`src/rtl/mem_initiator.sv`:
```
// Burst memory initiator: turns one client command into cmd_len+1 single-beat
// transfers on separate memory address/data channels, one beat outstanding at a time.
module mem_initiator #(
  parameter int WIDTH  = 8,
  parameter int ADDR_W = 8,
  parameter int LEN_W  = 4
) (
  input  logic              clk,
  input  logic              rst_n,
  // client command
  input  logic              cmd_valid,
  output logic              cmd_ready,
  input  logic              cmd_write,
  input  logic [ADDR_W-1:0] cmd_addr,
  input  logic [LEN_W-1:0]  cmd_len,
  // client write data
  input  logic              wr_valid,
  output logic              wr_ready,
  input  logic [WIDTH-1:0]  wr_data,
  // client read return
  output logic              rd_valid,
  input  logic              rd_ready,
  output logic [WIDTH-1:0]  rd_data,
  // memory write address / data
  output logic              mi_addr_valid,
  input  logic              mi_addr_ready,
  output logic [ADDR_W-1:0] mi_addr,
  output logic              mi_data_valid,
  input  logic              mi_data_ready,
  output logic [WIDTH-1:0]  mi_data,
  // memory read address / data
  output logic              mo_addr_valid,
  input  logic              mo_addr_ready,
  output logic [ADDR_W-1:0] mo_addr,
  input  logic              mo_data_valid,
  output logic              mo_data_ready,
  input  logic [WIDTH-1:0]  mo_data,
  // status
  output logic              busy,
  output logic [2:0]        dbg_state
);

  // Handshake rule on every channel: a transfer happens on a rising clk edge
  // where valid and ready are both high; a raised valid holds its payload
  // stable until that transfer.

  localparam logic [2:0] S_IDLE    = 3'd0;
  localparam logic [2:0] S_W_FETCH = 3'd1;
  localparam logic [2:0] S_W_ADDR  = 3'd2;
  localparam logic [2:0] S_W_DATA  = 3'd3;
  localparam logic [2:0] S_R_ADDR  = 3'd4;
  localparam logic [2:0] S_R_DATA  = 3'd5;
  localparam logic [2:0] S_R_RET   = 3'd6;

  logic [2:0]        state_q, state_d;
  logic [ADDR_W-1:0] addr_q;
  logic [LEN_W-1:0]  len_q;
  logic [LEN_W-1:0]  cnt_q;
  logic [WIDTH-1:0]  data_q;
  // Holds cmd_ready low until the first edge after reset is released.
  logic              init_done_q;

  logic cmd_xfer;
  logic wr_xfer;
  logic mo_data_xfer;
  logic beat_end;
  logic last_beat;

  assign cmd_ready     = (state_q == S_IDLE) && init_done_q;
  assign wr_ready      = (state_q == S_W_FETCH);
  assign mi_addr_valid = (state_q == S_W_ADDR);
  assign mi_data_valid = (state_q == S_W_DATA);
  assign mo_addr_valid = (state_q == S_R_ADDR);
  assign mo_data_ready = (state_q == S_R_DATA);
  assign rd_valid      = (state_q == S_R_RET);
  assign busy          = (state_q != S_IDLE);
  assign dbg_state     = state_q;

  // One address and one data register serve both directions.
  assign mi_addr = addr_q;
  assign mo_addr = addr_q;
  assign mi_data = data_q;
  assign rd_data = data_q;

  assign cmd_xfer     = cmd_valid && cmd_ready;
  assign wr_xfer      = wr_valid && wr_ready;
  assign mo_data_xfer = mo_data_valid && mo_data_ready;
  assign beat_end     = (mi_data_valid && mi_data_ready) || (rd_valid && rd_ready);
  assign last_beat    = (cnt_q == len_q);

  always_comb begin
    state_d = state_q;
    case (state_q)
      S_IDLE: begin
        if (cmd_xfer) state_d = cmd_write ? S_W_FETCH : S_R_ADDR;
      end
      S_W_FETCH: begin
        if (wr_valid) state_d = S_W_ADDR;
      end
      S_W_ADDR: begin
        if (mi_addr_ready) state_d = S_W_DATA;
      end
      S_W_DATA: begin
        if (mi_data_ready) state_d = last_beat ? S_IDLE : S_W_FETCH;
      end
      S_R_ADDR: begin
        if (mo_addr_ready) state_d = S_R_DATA;
      end
      S_R_DATA: begin
        if (mo_data_valid) state_d = S_R_RET;
      end
      S_R_RET: begin
        if (rd_ready) state_d = last_beat ? S_IDLE : S_R_ADDR;
      end
      default: state_d = S_IDLE;
    endcase
  end

  always_ff @(posedge clk or negedge rst_n) begin
    if (!rst_n) begin
      state_q     <= S_IDLE;
      addr_q      <= '0;
      len_q       <= '0;
      cnt_q       <= '0;
      data_q      <= '0;
      init_done_q <= 1'b0;
    end else begin
      state_q     <= state_d;
      init_done_q <= 1'b1;
      if (cmd_xfer) begin
        addr_q <= cmd_addr;
        len_q  <= cmd_len;
        cnt_q  <= '0;
      end
      if (wr_xfer) data_q <= wr_data;
      if (mo_data_xfer) data_q <= mo_data;
      // Address wraps naturally at 2^ADDR_W.
      if (beat_end && !last_beat) begin
        cnt_q  <= cnt_q + LEN_W'(1);
        addr_q <= addr_q + ADDR_W'(1);
      end
    end
  end

  a_one_channel_active: assert property (@(posedge clk) disable iff (!rst_n)
    $onehot0({cmd_ready, wr_ready, mi_addr_valid, mi_data_valid,
              mo_addr_valid, mo_data_ready, rd_valid}));

  a_ready_only_idle: assert property (@(posedge clk) disable iff (!rst_n)
    cmd_ready |-> !busy);

endmodule

```
`config.mk`:
```
export PLATFORM = sky130hd
export DESIGN_NAME = mem_initiator
export DESIGN_NICKNAME = d
export VERILOG_FILES = /design/src/rtl/mem_initiator.sv
export SDC_FILE = /design/constraint.sdc
export NUM_CORES = 1
export LEC_CHECK = 0
export ABC_AREA = 1
export CAP_MARGIN = 20
export CORE_ASPECT_RATIO = 0.9
export CORE_MARGIN = 5
export CORE_UTILIZATION = 39
export CTS_BUF_LIST = sky130_fd_sc_hd__clkbuf_4 sky130_fd_sc_hd__clkbuf_8 sky130_fd_sc_hd__clkbuf_16
export DETAILED_ROUTE_END_ITERATION = 6
export PLACE_DENSITY = 0.75
export SKIP_LAST_GASP = 1
export SYNTH_ARGS = -nofsm -noshare
export SYNTH_HDL_FRONTEND = slang
export SYNTH_SLANG_ARGS = --single-unit
export TNS_END_PERCENT = 30
```
`constraint.sdc`:
```
create_clock -name clk -period 1.61 [get_ports clk]
set_input_delay 0.322 -clock clk [delete_from_list [all_inputs] [get_ports clk]]
set_output_delay 0.322 -clock clk [all_outputs]
set_load 0.01 [all_outputs]
```
==> flow_summary.json <==
{
  "outcome": "finished with violations",
  "violations": "setup timing",
  "clkTransAtPathRegs_ps": 100,
  "globalRouteTotalUtil": 0.1614,
  "rsz0062_at_grt": "true",
  "dp_hpwl_um": 3770,
  "cts_inserted_buffers": 3,
  "p_leak_nw": 1.601,
  "num-fill-cells": 424,
  "slew_viol_final": 0,
  "powerDensity_nw_per_um2": 1830,
  "grt_pass1_wl_um": 8459,
  "final_util": 0.6477,
  "reg2reg_setup_slack_ps": 30,
  "ir_drop_uv": 981.2,
  "grt_max_degree": 29,
  "avgViaCountPerCell": 4.683,
  "path_cells": "buf_6 > buf_4 > clkdlybuf4s50_1",
  "drt-total-wl_um": 5383,
  "final_hold_viol_count": 0,
  "portBuffers": 80,
  "drc_errors": 0,
  "period_share": 1.064,
  "setup_viol": 16,
  "dieArea_um2": 6302,
  "grt-ovfl-total": 0,
  "worstReg2RegStart": "dbg_state[1]$_DFFE_PN0P_",
  "hold_path.class": "in -> async",
  "htree_levels": 1,
  "critical_path.endpoint": "dbg_state[1]",
  "num_rows": 24,
  "critPathSlowestCell": "clkdlybuf4s50_1",
  "dieHeight_um": 75.81,
  "grt_pass1_vias": 1937,
  "worst-path-buf-inv": 3,
  "yosysUniqueCellTypes": 24,
  "core_area_um2": 4745,
  "endpoint_kind": "primary output",
  "cpPeakStageDelay_ps": 460,
  "final_nets": 412,
  "fmax_ghz": 0.5836,
  "tns_ps": -598.4,
  "wl_per_cell_um": 12.35,
  "cp_top_family": "buffers and inverters",
  "ys.warnings.count": 0,
  "ctsHoldBuffers": 0,
  "path_depth": 3,
  "dr.pass1.iters": 4,
  "antenna_found_initial": 0,
  "layout_common_cells": "nand2_1, clkdlybuf4s50_1, nand3_1",
  "ys_seq_area_frac": 0.3733,
  "crit_arrival_ps": 1390,
  "cts_tree": "built",
  "rr_endpoint": "mi_addr[5]$_DFFE_PN0P_",
  "antenna_cells": 0,
  "ant_nets": 0,
  "initial_core_util": 0.3956,
  "synth_nets": 311,
  "clockRootBuffer": "clkbuf_8",
  "syn_inst": 271,
  "maxCapViolCount": 0,
  "syn_avg_cell_area_um2": 6.925,
  "period_minus_slack_ps": 1714,
  "cp_max_fo": 3,
  "drive_gt1_frac": 0.2049,
  "dieWidth_um": 83.13,
  "ios": 81,
  "cts_sinks": 28,
  "critPathRequiredTime_ps": 1290,
  "final_common_cell": "nand2_1",
  "syn_to_final_growth_pct": 63.73,
  "startpoint_type": "flop",
  "clk_path_buf_depth": 2,
  "vias": 2042,
  "drt_iter0_markers": 88,
  "clock-skew-final_ps": 4.849,
  "rr_worst_depth": 11,
  "clk_latency_ps": 270,
  "critPathLaunch": "dbg_state[1]$_DFFE_PN0P_",
  "syn_area_um2": 1877,
  "gp_congestion": 0.8411,
  "fin_ws_ps": -103.5,
  "hold_ws_ps": 431.9,
  "worstSetupPathType": "reg -> out",
  "ys_seq_elements": 28
}
==> flip-flops by register name, indices dropped and copies added, names as in the netlist <==
name and flops:
cnt_q 4, dbg_state 3, init_done_q 1, len_q 4, mi_addr 8, mi_data 8
==> layer usage <==
| metal | global-route usage | share of wire | vias up |
|---|---|---|---|
| li1 | - | - | 1030 |
| met1 | 0.1880 | 0.40 | 928 |
| met2 | 0.3069 | 0.52 | 76 |
| met3 | 0.03676 | 0.070 | 8 |
| met4 | 0.03993 | 0.012 | 0 |
| met5 | 0 | 0 | - |
==> layout make-up <==
class	instances	area (µm²)	share of cell area
repair buffers	116	1107	0.3603
clock inverters	1	30.03	0.009772
repair inverters	1	7.507	0.002443
flip-flops and latches	28	704.4	0.2292
well taps	65	81.33	0.02647
multi-input cells	195	979.7	0.3188
inverters	27	121.4	0.03949
clock buffers	3	41.29	0.01344
==> kinds of logic after synthesis <==
kind of cell | synth area share
xor gates and xnor gates | 0.03267
AOI/OAI and AO/OA | 0.04667
and+or+nand+nor | 0.3927
adders and majority gates | 0.01333
buffers and inverters | 0.1393
other | 0.001998
DFF | 0.3733
==> power by group <==
group	leakage [nW]	total, mW	switching, mW	internal, mW
clock	0.0357	0.565	0.232	0.333
combinational	1.22	3.68	1.73	1.95
sequential	0.344	1.38	0.346	1.03
total	1.60	5.62	2.30	3.32
==> worst min-delay path by stage <==
stage	startpoint	endpoint	slack, ps	cells after the start
finish	rst_n	mi_addr[7]$_DFFE_PN0P_	430	2
global route	rst_n	mi_addr[1]$_DFFE_PN0P_	480	2
CTS	rst_n	mi_addr[7]$_DFFE_PN0P_	440	2
detailed placement	len_q[0]$_DFFE_PN0P_	len_q[0]$_DFFE_PN0P_	490	2
global placement	len_q[0]$_DFFE_PN0P_	len_q[0]$_DFFE_PN0P_	490	2
floorplan	rst_n	cnt_q[0]$_DFFE_PN0P_	30	0
==> metrics by stage <==
step	std cells	cell area [µm²]	power [mW]	setup slack, ps
final	436	3073	5.623	-103.5
after floorplan	271	1877	3.138	174.7
after global placement	413	2746	4.463	-38.59
after detailed placement	413	2746	4.542	-84.35
after CTS	426	2922	5.364	-212.7
after global routing	436	3073	6.072	-141.3
==> synthesized netlist by cell type <==
master / count / share of area
nand2_2: 4 / 0.013
nand3_1: 36 / 0.096
conb_1: 1 / 0.0020
xnor2_1: 3 / 0.014
buf_6: 2 / 0.012
o21ai_0: 4 / 0.011
ha_1: 2 / 0.013
nand4_1: 1 / 0.0033
or2_0: 1 / 0.0033
inv_1: 22 / 0.044
a21oi_1: 6 / 0.016
o21bai_1: 1 / 0.0040
buf_4: 17 / 0.068
nor2_4: 2 / 0.012
buf_2: 2 / 0.0053
dfrtp_1: 28 / 0.37
nand2_1: 96 / 0.19
nor2_1: 21 / 0.042
nor2_2: 2 / 0.0067
nand2_4: 2 / 0.012
inv_2: 5 / 0.010
nand3b_1: 3 / 0.012
xor2_1: 4 / 0.019
o21ai_1: 6 / 0.016
==> repair_timing <==
| action | 4_1_cts | 5_1_grt |
|---|---|---|
| setup buffers | 9 | 9 |
| gates resized for setup | 39 | 32 |
| pin swaps | 5 | 10 |
| cloned | 0 | 1 |
| endpoints found under the setup margin | 25 | 47 |
Power figures use the tool's default switching activity.
==> RTL change: new RTL, same settings <==
`WIDTH`: 8 -> 9.
--- a/src/rtl/mem_initiator.sv
+++ b/src/rtl/mem_initiator.sv
@@ -2,5 +2,5 @@
 // transfers on separate memory address/data channels, one beat outstanding at a time.
 module mem_initiator #(
-  parameter int WIDTH  = 8,
+  parameter int WIDTH  = 9,
   parameter int ADDR_W = 8,
   parameter int LEN_W  = 4
Interface: changed (resized mi_data, mo_data, rd_data and wr_data); port bits go from 81 to 85. No check against the original RTL was run, so the function may have changed too.
==> RTL change against the original RTL <==
  * The flow still finishes with violations (negative setup slack)
  * Power decreased by 7.2%
  * Sequential cell count increased by 1
  * Die area increased by 1.8%
  * Routed wire length decreased by 1.1%
  * Cell area decreased by 4.4%
  * First-iteration DRC count decreased by 22%
  * Synthesized area increased by 2.1%
  * Setup slack improved by 0.092 ns
  * Largest cell class unchanged
  * Largest power group unchanged
  * Highest routed layer unchanged
==> RTL change: results (changes against the original RTL) <==
Run status
  • Status: complete, but fails checks (unchanged)
  • Failing checks: negative setup slack (unchanged)

Drt
  • First-pass DRT Iterations: 6 (was 4)
  • Routed WL per cell: 12.4 um (was 12.3 um)
  • DR vias/cell: 4.66 (was 4.68)
  • Drt initial violations: 69 (was 88)

STA
  • # setup viols final: 2 (was 16)
  • Hold Slack: 0.428 ns (was 0.432 ns)
  • Clk_skew: 0.00315 ns (was 0.00485 ns)
  • Fin worst setup slack: -0.0116 ns (was -0.104 ns)

Placed design
  • RePlAce Congestion: 0.777 (was 0.841)
  • Post-placement cell count: 418 (was 413)
  • PortBufs: 84 (was 80)
  • Worst slack at placement: -0.0902 ns (was -0.0843 ns)
  • Final HPWL DP: 4.13 mm (was 3.77 mm)
  • Placed Area: 2800 um^2 (was 2750 um^2)

Global route
  • Total GRT Usage: 16.5% (was 16.1%)
  • Largest net degree at the start of global routing: 30 (was 29)
  • First-pass GRT wire length: 8.67 mm (was 8.46 mm)
  • Vias in the first global route: 1854 (was 1937)

Synthesis
  • Sequential area share after synthesis: 37.9% (was 37.3%)
  • Compound-Gate Fraction of Synth Area: 8.62% (was 4.67%)
  • Synth top area share: 37.9% (was 37.3%)
  • Gate Count Post-Synth: 274 (was 271)
  • Ranking of synthesized cells by area: dfrtp_1, nand2_1, nand3_1, buf_4, inv_1 (unchanged)
  • Synth unique cells: 25 (was 24)

Critical path
  • Crit path from: mi_addr[1] (was dbg_state[1])
  • WP data arrival: 1.30 ns (was 1.39 ns)
  • FF-to-FF path depth: 9 (was 11)
  • Critical Path Sink: mi_addr[1] (was dbg_state[1])

Cells and area
  • # nets final: 407 (was 412)
  • Layout cells sized above 1: 16.5% (was 20.5%)

CTS
  • H-tree levels: 2 (was 1)
  • Total CTS buffers: 5 (was 3)

Power
  • Max VDD drop: 0.970 mV (was 0.981 mV)
  • Leakage: 1.55 nW (was 1.60 nW)
  • Switching Power: 2.22 mW (was 2.30 mW)
RTL change: repair_timing:
action / 4_1_cts / 5_1_grt
buffers inserted: 3 / 2
setup endpoints to repair: 24 / 35
resized for setup: 23 / 14
pin swaps: 0 / 0
RTL change: final cells by class:
cell class,instances,area (um^2)
Sequential cell,29,733
Timing Repair Buffer,103,986
Tap cell,65,81.3
Fill cell,442,1870
Clock inverter,1,5.00
Multi-Input combinational cell,190,923
Inverter,36,140
Clock buffer,5,68.8
RTL change: stage by stage:
step                total power [mW]  utilization [%]
floorplan                       3.24                -
global placement                4.54             58.3
detailed placement              4.61             58.3
CTS                             5.23             60.4
global route                    5.66             61.1
finish                          5.22             61.1
RTL change: per-layer routing:
layer / vias up / wire length, um / global-route usage [%]
met1: 912 / 2280 / 20.6
met3: 10 / 261 / 3.14
met5: - / 0 / 0
met2: 57 / 2690 / 28.2
met4: 0 / 93 / 6.43
li1: 1020 / - / -
